[src/rtl/bus_err_drain_ctrl.sv]
// Drains stored bus-error entries from an error unit over a register bus and streams them out.
// Latency: 4 cycles from err_irq_i to log_valid_o with the register bus always ready.
// Backpressure: register requests hold until ready; log beat holds until log_ready_i; one reg txn in flight.

package bus_err_drain_pkg;
    typedef struct packed {
        logic [31:0] addr;
        logic        write;
        logic [31:0] wdata;
        logic [3:0]  wstrb;
        logic        valid;
    } reg_req_t;

    typedef struct packed {
        logic [31:0] rdata;
        logic        error;
        logic        ready;
    } reg_rsp_t;
endpackage

module bus_err_drain_ctrl #(
    parameter int unsigned AddrWidth     = 32,
    parameter int unsigned MetaDataWidth = 1,
    parameter int unsigned ErrBits       = 1,
    parameter logic [31:0] ErrCodeOffset = 32'h0,
    parameter logic [31:0] ErrAddrOffset = 32'h4,
    parameter logic [31:0] ErrMetaOffset = 32'h8,
    parameter logic [31:0] PopOffset     = 32'hC,
    parameter type         reg_req_t     = bus_err_drain_pkg::reg_req_t,
    parameter type         reg_rsp_t     = bus_err_drain_pkg::reg_rsp_t
) (
    input  logic                     clk_i,
    input  logic                     rst_ni,
    input  logic                     enable_i,
    input  logic                     err_irq_i,
    output reg_req_t                 reg_req_o,
    input  reg_rsp_t                 reg_rsp_i,
    output logic                     log_valid_o,
    input  logic                     log_ready_i,
    output logic [AddrWidth-1:0]     log_addr_o,
    output logic [MetaDataWidth-1:0] log_meta_o,
    output logic [ErrBits-1:0]       log_err_o,
    output logic [15:0]              drained_cnt_o,
    output logic                     reg_err_o,
    output logic                     busy_o
);

    typedef enum logic [2:0] {
        IDLE, RD_CODE, RD_ADDR, RD_META, OUT, POP, HALT
    } state_e;

    state_e                   state_q, state_d;
    reg_req_t                 req_q;
    logic                     log_valid_q;
    logic                     busy_q;
    logic                     reg_err_q;
    logic [ErrBits-1:0]       code_q;
    logic [AddrWidth-1:0]     addr_q;
    logic [MetaDataWidth-1:0] meta_q;
    logic [15:0]              drained_cnt_q;

    logic hs;
    logic rsp_err;

    // Register-bus request presented while sitting in a given state; constant per state,
    // so registering it on state entry keeps it stable until the handshake moves us on.
    function automatic reg_req_t req_for(state_e s);
        reg_req_t r;
        r = '0;
        case (s)
            RD_CODE: begin
                r.valid = 1'b1;
                r.addr  = ErrCodeOffset;
            end
            RD_ADDR: begin
                r.valid = 1'b1;
                r.addr  = ErrAddrOffset;
            end
            RD_META: begin
                r.valid = 1'b1;
                r.addr  = ErrMetaOffset;
            end
            POP: begin
                r.valid    = 1'b1;
                r.write    = 1'b1;
                r.addr     = PopOffset;
                r.wdata[0] = 1'b1;
                r.wstrb    = '1;
            end
            default: ;
        endcase
        return r;
    endfunction

    assign hs      = req_q.valid & reg_rsp_i.ready;
    assign rsp_err = hs & reg_rsp_i.error;

    // Next-state decision; any erroring response overrides the normal path and parks in HALT.
    always_comb begin
        state_d = state_q;
        case (state_q)
            IDLE:    if (enable_i && err_irq_i && !reg_err_q) state_d = RD_CODE;
            RD_CODE: if (hs) state_d = (reg_rsp_i.rdata[ErrBits-1:0] == '0) ? IDLE : RD_ADDR;
            RD_ADDR: if (hs) state_d = RD_META;
            RD_META: if (hs) state_d = OUT;
            OUT:     if (log_ready_i) state_d = POP;
            POP:     if (hs) state_d = (enable_i && err_irq_i) ? RD_CODE : IDLE;
            HALT:    state_d = HALT;
            default: state_d = IDLE;
        endcase
        if (rsp_err) state_d = HALT;
    end

    // State, registered outputs, captured entry fields and counters.
    always_ff @(posedge clk_i or negedge rst_ni) begin
        if (!rst_ni) begin
            state_q       <= IDLE;
            req_q         <= '0;
            log_valid_q   <= 1'b0;
            busy_q        <= 1'b0;
            reg_err_q     <= 1'b0;
            code_q        <= '0;
            addr_q        <= '0;
            meta_q        <= '0;
            drained_cnt_q <= '0;
        end else begin
            state_q     <= state_d;
            req_q       <= req_for(state_d);
            log_valid_q <= (state_d == OUT);
            busy_q      <= (state_d != IDLE);
            if (rsp_err) begin
                // A failed access leaves the entry half-read; drop what was captured.
                reg_err_q <= 1'b1;
                code_q    <= '0;
                addr_q    <= '0;
                meta_q    <= '0;
            end else if (hs) begin
                case (state_q)
                    RD_CODE: if (reg_rsp_i.rdata[ErrBits-1:0] != '0)
                                 code_q <= reg_rsp_i.rdata[ErrBits-1:0];
                    RD_ADDR: addr_q <= reg_rsp_i.rdata[AddrWidth-1:0];
                    RD_META: meta_q <= reg_rsp_i.rdata[MetaDataWidth-1:0];
                    POP:     if (drained_cnt_q != 16'hFFFF)
                                 drained_cnt_q <= drained_cnt_q + 16'd1;
                    default: ;
                endcase
            end
        end
    end

    assign reg_req_o     = req_q;
    assign log_valid_o   = log_valid_q;
    assign log_addr_o    = addr_q;
    assign log_meta_o    = meta_q;
    assign log_err_o     = code_q;
    assign drained_cnt_o = drained_cnt_q;
    assign reg_err_o     = reg_err_q;
    assign busy_o        = busy_q;

endmodule
[config.mk]
export PLATFORM = sky130hd
export DESIGN_NAME = bus_err_drain_ctrl
export DESIGN_NICKNAME = d
export VERILOG_FILES = /design/src/rtl/bus_err_drain_ctrl.sv
export SDC_FILE = /design/constraint.sdc
export NUM_CORES = 1
export LEC_CHECK = 0
export BUFFER_PORTS_ARGS = -buffer_cell sky130_fd_sc_hd__buf_2
export CAP_MARGIN = 20
export CORE_ASPECT_RATIO = 0.9
export CORE_UTILIZATION = 45
export DETAILED_ROUTE_END_ITERATION = 12
export MAX_ROUTING_LAYER = met4
export PLACE_DENSITY_LB_ADDON = 0.15
export RECOVER_POWER = 50
export SLEW_MARGIN = 20
export SYNTH_ARGS = -nofsm -noshare
export SYNTH_HDL_FRONTEND = slang
export SYNTH_SLANG_ARGS = --single-unit
[constraint.sdc]
create_clock -name clk_i -period 2.2 [get_ports clk_i]
set_input_delay 0.44 -clock clk_i [delete_from_list [all_inputs] [get_ports clk_i]]
set_output_delay 0.44 -clock clk_i [all_outputs]
set_load 0.03 [all_outputs]
* Word level (Yosys, flattened, before mapping)
Index checks and enable logic that the tools add are counted.
Widths: inputs -> output; s select.
** Storage, ports and cells
- Logic and storage cells :: 68
- Flip-flop bits (word level) :: 95
- Input bits :: 39
** Operators by class
- Add/sub/neg operators :: 1
- Muxes and demuxes :: 24
- Equal/unequal tests :: 12
- Reduce and logical (&&, ||, !) cells :: 15
- Bitwise gates (word level) :: 3
** Operators with widths (count)
- $mux 32 :: 3
- $mux 3 :: 7
- $pmux 3 s7 :: 1
- $add 16x1->16 const B :: 1
- $ne 16x16->1 const B :: 1
- $eq 3x3->1 const B :: 5
- $eq 3x2->1 const B :: 4
- $pmux 4 s3 :: 1
- $mux 1 :: 10
- $reduce_bool 2->1 :: 5
- $eq 3x1->1 const B :: 2
- $mux 5 :: 1
- $reduce_and 2->1 :: 2
- $reduce_and 4->1 :: 1
- $reduce_or 4->1 :: 1
- $logic_not 3->1 :: 1
- $reduce_and 3->1 :: 1
- $reduce_bool 3->1 :: 1
- $and 1x1->1 :: 2
- $logic_and 1x1->1 :: 2
- $mux 2 :: 1
- $logic_not 1->1 :: 1
- $not 1->1 :: 1

* Depth between registers and ports, before layout
- Depth after elaboration :: 8
- Mapped depth :: 6
- Depth with buffers taken out :: 6

* Worst setup path before layout
Ideal clock, no wire load.
- Path kind :: reg-to-reg
- Start :: register req_q, in the netlist reg_req_o[0]
- End :: register drained_cnt_q[7] (netlist: drained_cnt_o[7])
- Data required time :: 2.066 ns
- Cell stages (with the launch flop) :: 6
- Path slack :: 0.112 ns
- Library setup time :: 0.134 ns
- Data arrival time :: 1.954 ns
- Cells stage by stage :: dfrtp_1 -> nand2_1 -> or4b_4 -> a21oi_4 -> or3b_1 -> xnor2_1
** Between the ends
- Word-level cells in the longest chain between the ends :: 4
** Ends and longest elaborated chain
- from (decl) :: RTL line 53 : reg_req_t req_q;
- from (signal assigned) :: RTL line 128 : req_q <= req_for(state_d);
- $and 1x1->1 * :: RTL line 95 : assign hs = req_q.valid & reg_rsp_i.ready;
- $and 1x1->1 :: RTL line 96 : assign rsp_err = hs & reg_rsp_i.error;
- $not 1->1 (no source line)
- $reduce_and 4->1 (no source line) *
- to (signal assigned) :: RTL line 144 : drained_cnt_q <= drained_cnt_q + 16'd1;
- to (decl) :: RTL line 60 : logic [15:0] drained_cnt_q;
Every way passes the cells marked *; elsewhere a longest branch is shown, timed or not.
A chain may end at the register's enable or synchronous reset.

* Final worst setup path
- Start :: register state_q[0]
- End :: register drained_cnt_q[15] (netlist: drained_cnt_o[15])
** Between the ends
- Word-level cells in the longest chain between the ends :: 2
** Ends and longest elaborated chain
- from (decl) :: RTL line 52 : state_e state_q, state_d;
- from (signal assigned) :: RTL line 127 : state_q <= state_d;
- $eq 3x3->1 :: RTL line 138 : case (state_q)
- $reduce_and 4->1 (no source line)
Every way passes these cells.

==> out/qor.txt <==
==================================================================================
Clk Tree Root Cell ..................................................     clkbuf_8
Number of enable-type register cells in the synthesized netlist .....            0
Area added between synthesis and finish .............................        17.5%
Longest individual stage delay on the worst path ....................       580 ps
WHS .................................................................       334 ps
Share of Yosys cell area claimed by the top area cell type ..........        0.513
Buffers and inverters on the worst path .............................            0
Worst slack, placed .................................................       190 ps
Count of final max-slew check failures ..............................            0
Number of max-cap violations ........................................            0
Via count of the first global-routing pass ..........................         1918
Initial drt markers .................................................           75
Tot GR Track Use ....................................................        0.176
Async set or reset register ratio after synthesis ...................         1.00
Setup-failing EPs final .............................................            0
I/O pin count .......................................................          162
Lkg Pwr .............................................................      1.79 nW
Number of inserted filler cells in the final layout .................          597
Layout Cells excl Fill ..............................................          456
Final clock skew ....................................................      6.80 ps
Routed vias .........................................................         2108
Post-Place Cell Area ................................................     3310 µm²
Critical path required time .........................................      2410 ps
Run status .......................................................... finished clean
Wire length of the first global-routing pass ........................      9040 µm
Final critical-path share of the clock period .......................        0.911
Total design power ..................................................      4.57 mW
Wire length reported by the detailed router .........................      5680 µm
Clock-pin slew on the worst setup and hold paths ....................        60 ps
Unique cell type count in the Yosys netlist .........................           39
H-tree lvl count ....................................................            3
Worst endpoint data arrival time ....................................      2210 ps
Crit Path Class .....................................................      reg2reg
TritonCTS clock tree ................................................        built
Netlist Area Pre-Place ..............................................     2930 µm²
Crit-path max FO ....................................................            9
Crit start category .................................................     register
Minimum clock period ................................................      2000 ps
Path category of the worst min-delay check ..........................       in2reg
Gate count of the mapped netlist ....................................          262
Via density per instance ............................................         4.62
Crit-path leading delay family ...................................... simple AND/OR/NAND/NOR gates
Width of the die ....................................................      87.0 µm
Post-Layout Inst Area ...............................................     3440 µm²
Fin util ............................................................        0.554
TNS Setup ...........................................................         0 ps
Routed length per instance ..........................................      12.5 µm
Ant. Diodes .........................................................            0
Post-synthesis area per instance ....................................     11.2 µm²
P per Cell Area .....................................................  1330 nW/µm²
Synth top area cells ................................................ dfrtp_1 51%, buf_4 17%, a22o_1 9.6%
Count of placed standard cells including taps .......................          442
Max stage delay cell, worst path ....................................       or4b_4
Most area-hungry cell type in the Yosys netlist .....................      dfrtp_1
Syn. warnings .......................................................            0
Post-synthesis register bit count ...................................           60
Setup slack after layout ............................................       197 ps
Kind of end point of the critical path ..............................     register
Clock insertion delay at the later pin of the skew report ...........       320 ps
Ordered list of cells on the worst path ............................. nand2b_4 -> or4b_4 -> nor4_2 -> nand4_1 -> xnor2_1
Count of input and output buffers ...................................          100
Share of synthesized area occupied by flip-flops and latches ........        0.513
Final hold viol count ...............................................            0
DP Wirelength .......................................................      4040 µm
Number of antenna-violating nets in the routed design ...............            0
Final weighted congestion in routability-driven placement ...........        0.820
Antenna violations before repair ....................................            0
Dominant register cell in the synthesized netlist ...................      dfrtp_1
Floorplan core area .................................................     6220 µm²
Upper clock frequency limit .........................................      499 MHz
Buffers inserted during post-CTS setup optimization .................            0
Row count ...........................................................           27
Maximum number of pins on one net before global-route repair ........           61
Worst voltage drop across the vdd grid ..............................       766 µV
Flip-flop and latch area ............................................     1500 µm²
Setup repair after global routing missed its margin .................        false
Share of final-layout standard cells stronger than drive strength 1 .        0.268
Number of iterations in the first detailed-routing pass .............            4
Vert. Die Dim .......................................................      78.5 µm
Number of buffers created by CTS ....................................            9
Buffer depth of the longest clock path ..............................            2
Worst-case headroom to the max-slew limit ...........................       0.0307
Die area ............................................................     6840 µm²
Total global routing overflow .......................................            0
Remaining design rule violation count ...............................            0
Total Nets Final ....................................................          406
Slew of the pin with the lowest slew margin .........................      1450 ps
CTS sink count ......................................................           60
Multi-input logic area ..............................................     1110 µm²
Initial core utilization ............................................        0.471
Total of hold buffers inserted after clock tree synthesis ...........            0
Resized cells post-CTS ..............................................            0
==================================================================================
[cells in the mapped netlist, types with 2 or more instances]
master,instances
a22o_1,32
o211ai_1,3
xor2_1,2
clkbuf_1,6
nor3_1,4
nor2_1,11
nand3_1,6
nor4_1,2
o21ai_0,3
nand4_1,6
buf_4,67
nand2b_1,2
xnor2_1,12
and3_1,2
o21ai_1,2
dfrtp_1,60
a21oi_1,3
nand2_1,12
inv_1,6
or2b_1,2
[cells in the final DEF, fill, tap and decap left out, types with 4 or more instances in the layout]
master	count
buf_2	72
conb_1	61
dfrtp_1	60
a22o_1	32
clkbuf_1	30
nand2_1	12
xnor2_1	12
nor2_1	11
clkbuf_8	11
inv_1	6
nand3_1	6
nand4_1	6
nor3_1	4
buf_4	4
[cell families after synthesis]
family | share of synthesized area
adder cells (fa/ha/maj) | 0.00427
other | 0.00128
AND/OR/NAND/NOR | 0.114
flip-flops | 0.513
AO/OA/AOI/OAI | 0.132
multiplexers | 0.00726
buffers and inverters | 0.187
XOR/XNOR | 0.0419
[metal layers]
| metal | track usage | vias to the layer above | wire [µm] |
|---|---|---|---|
| li1 | - | 993 | - |
| met1 | 0.223 | 1014 | 2640 |
| met2 | 0.283 | 98 | 2680 |
| met3 | 0.0368 | 3 | 335 |
| met4 | 0.0550 | 0 | 29 |
| met5 | - | - | 0 |
[final cells by class]
class / instances / share of cell area
sequential: 60 / 0.436
clock buffer: 12 / 0.0451
inverter: 6 / 0.00654
multi-input combinational: 183 / 0.324
tap: 87 / 0.0316
clock inverter: 2 / 0.0102
timing repair buffer: 106 / 0.146
[worst reg2reg max path, stage by stage, from the launching register on]
cell      delay (ps)
dfrtp_1          530
nand2b_4          90
or4b_4           590
nor4_2           380
nand4_1          170
xnor2_1          150
[final timing paths]
path,slack (ps),endpoint,cells past startpoint,start
worst min register to register,490,reg_err_o$_DFFE_PN0P_,1,reg_err_o$_DFFE_PN0P_
min in group asynchronous,530,drained_cnt_o[4]$_DFFE_PN0P_,2,rst_ni
worst max register to register,200,drained_cnt_o[15]$_DFFE_PN0P_,5,state_q[0]$_DFF_PN0_
max in group asynchronous,780,log_addr_o[21]$_DFFE_PN0P_,2,rst_ni
worst min-delay path,330,log_addr_o[14]$_DFFE_PN0P_,2,reg_rsp_i[16]
worst max-delay path,200,drained_cnt_o[15]$_DFFE_PN0P_,5,state_q[0]$_DFF_PN0_
[power breakdown]
group          leakage (nW)  switching, mW  total, mW  internal, mW
registers             0.801          0.227       1.68          1.45
clock network        0.0983          0.381      0.952         0.571
logic                 0.892           1.37       1.94         0.570
total                  1.79           1.98       4.57          2.60
[sequential cells by signal, summed over array words and instances, names as in the netlist]
| signal | count |
|---|---|
| log_addr_o | 32 |
| drained_cnt_o | 16 |
| reg_req_o | 4 |
| state_q | 3 |
| busy_o | 1 |
| log_err_o | 1 |
| log_meta_o | 1 |
| log_valid_o | 1 |
| reg_err_o | 1 |
No activity file was read; power rests on OpenSTA's default activity.
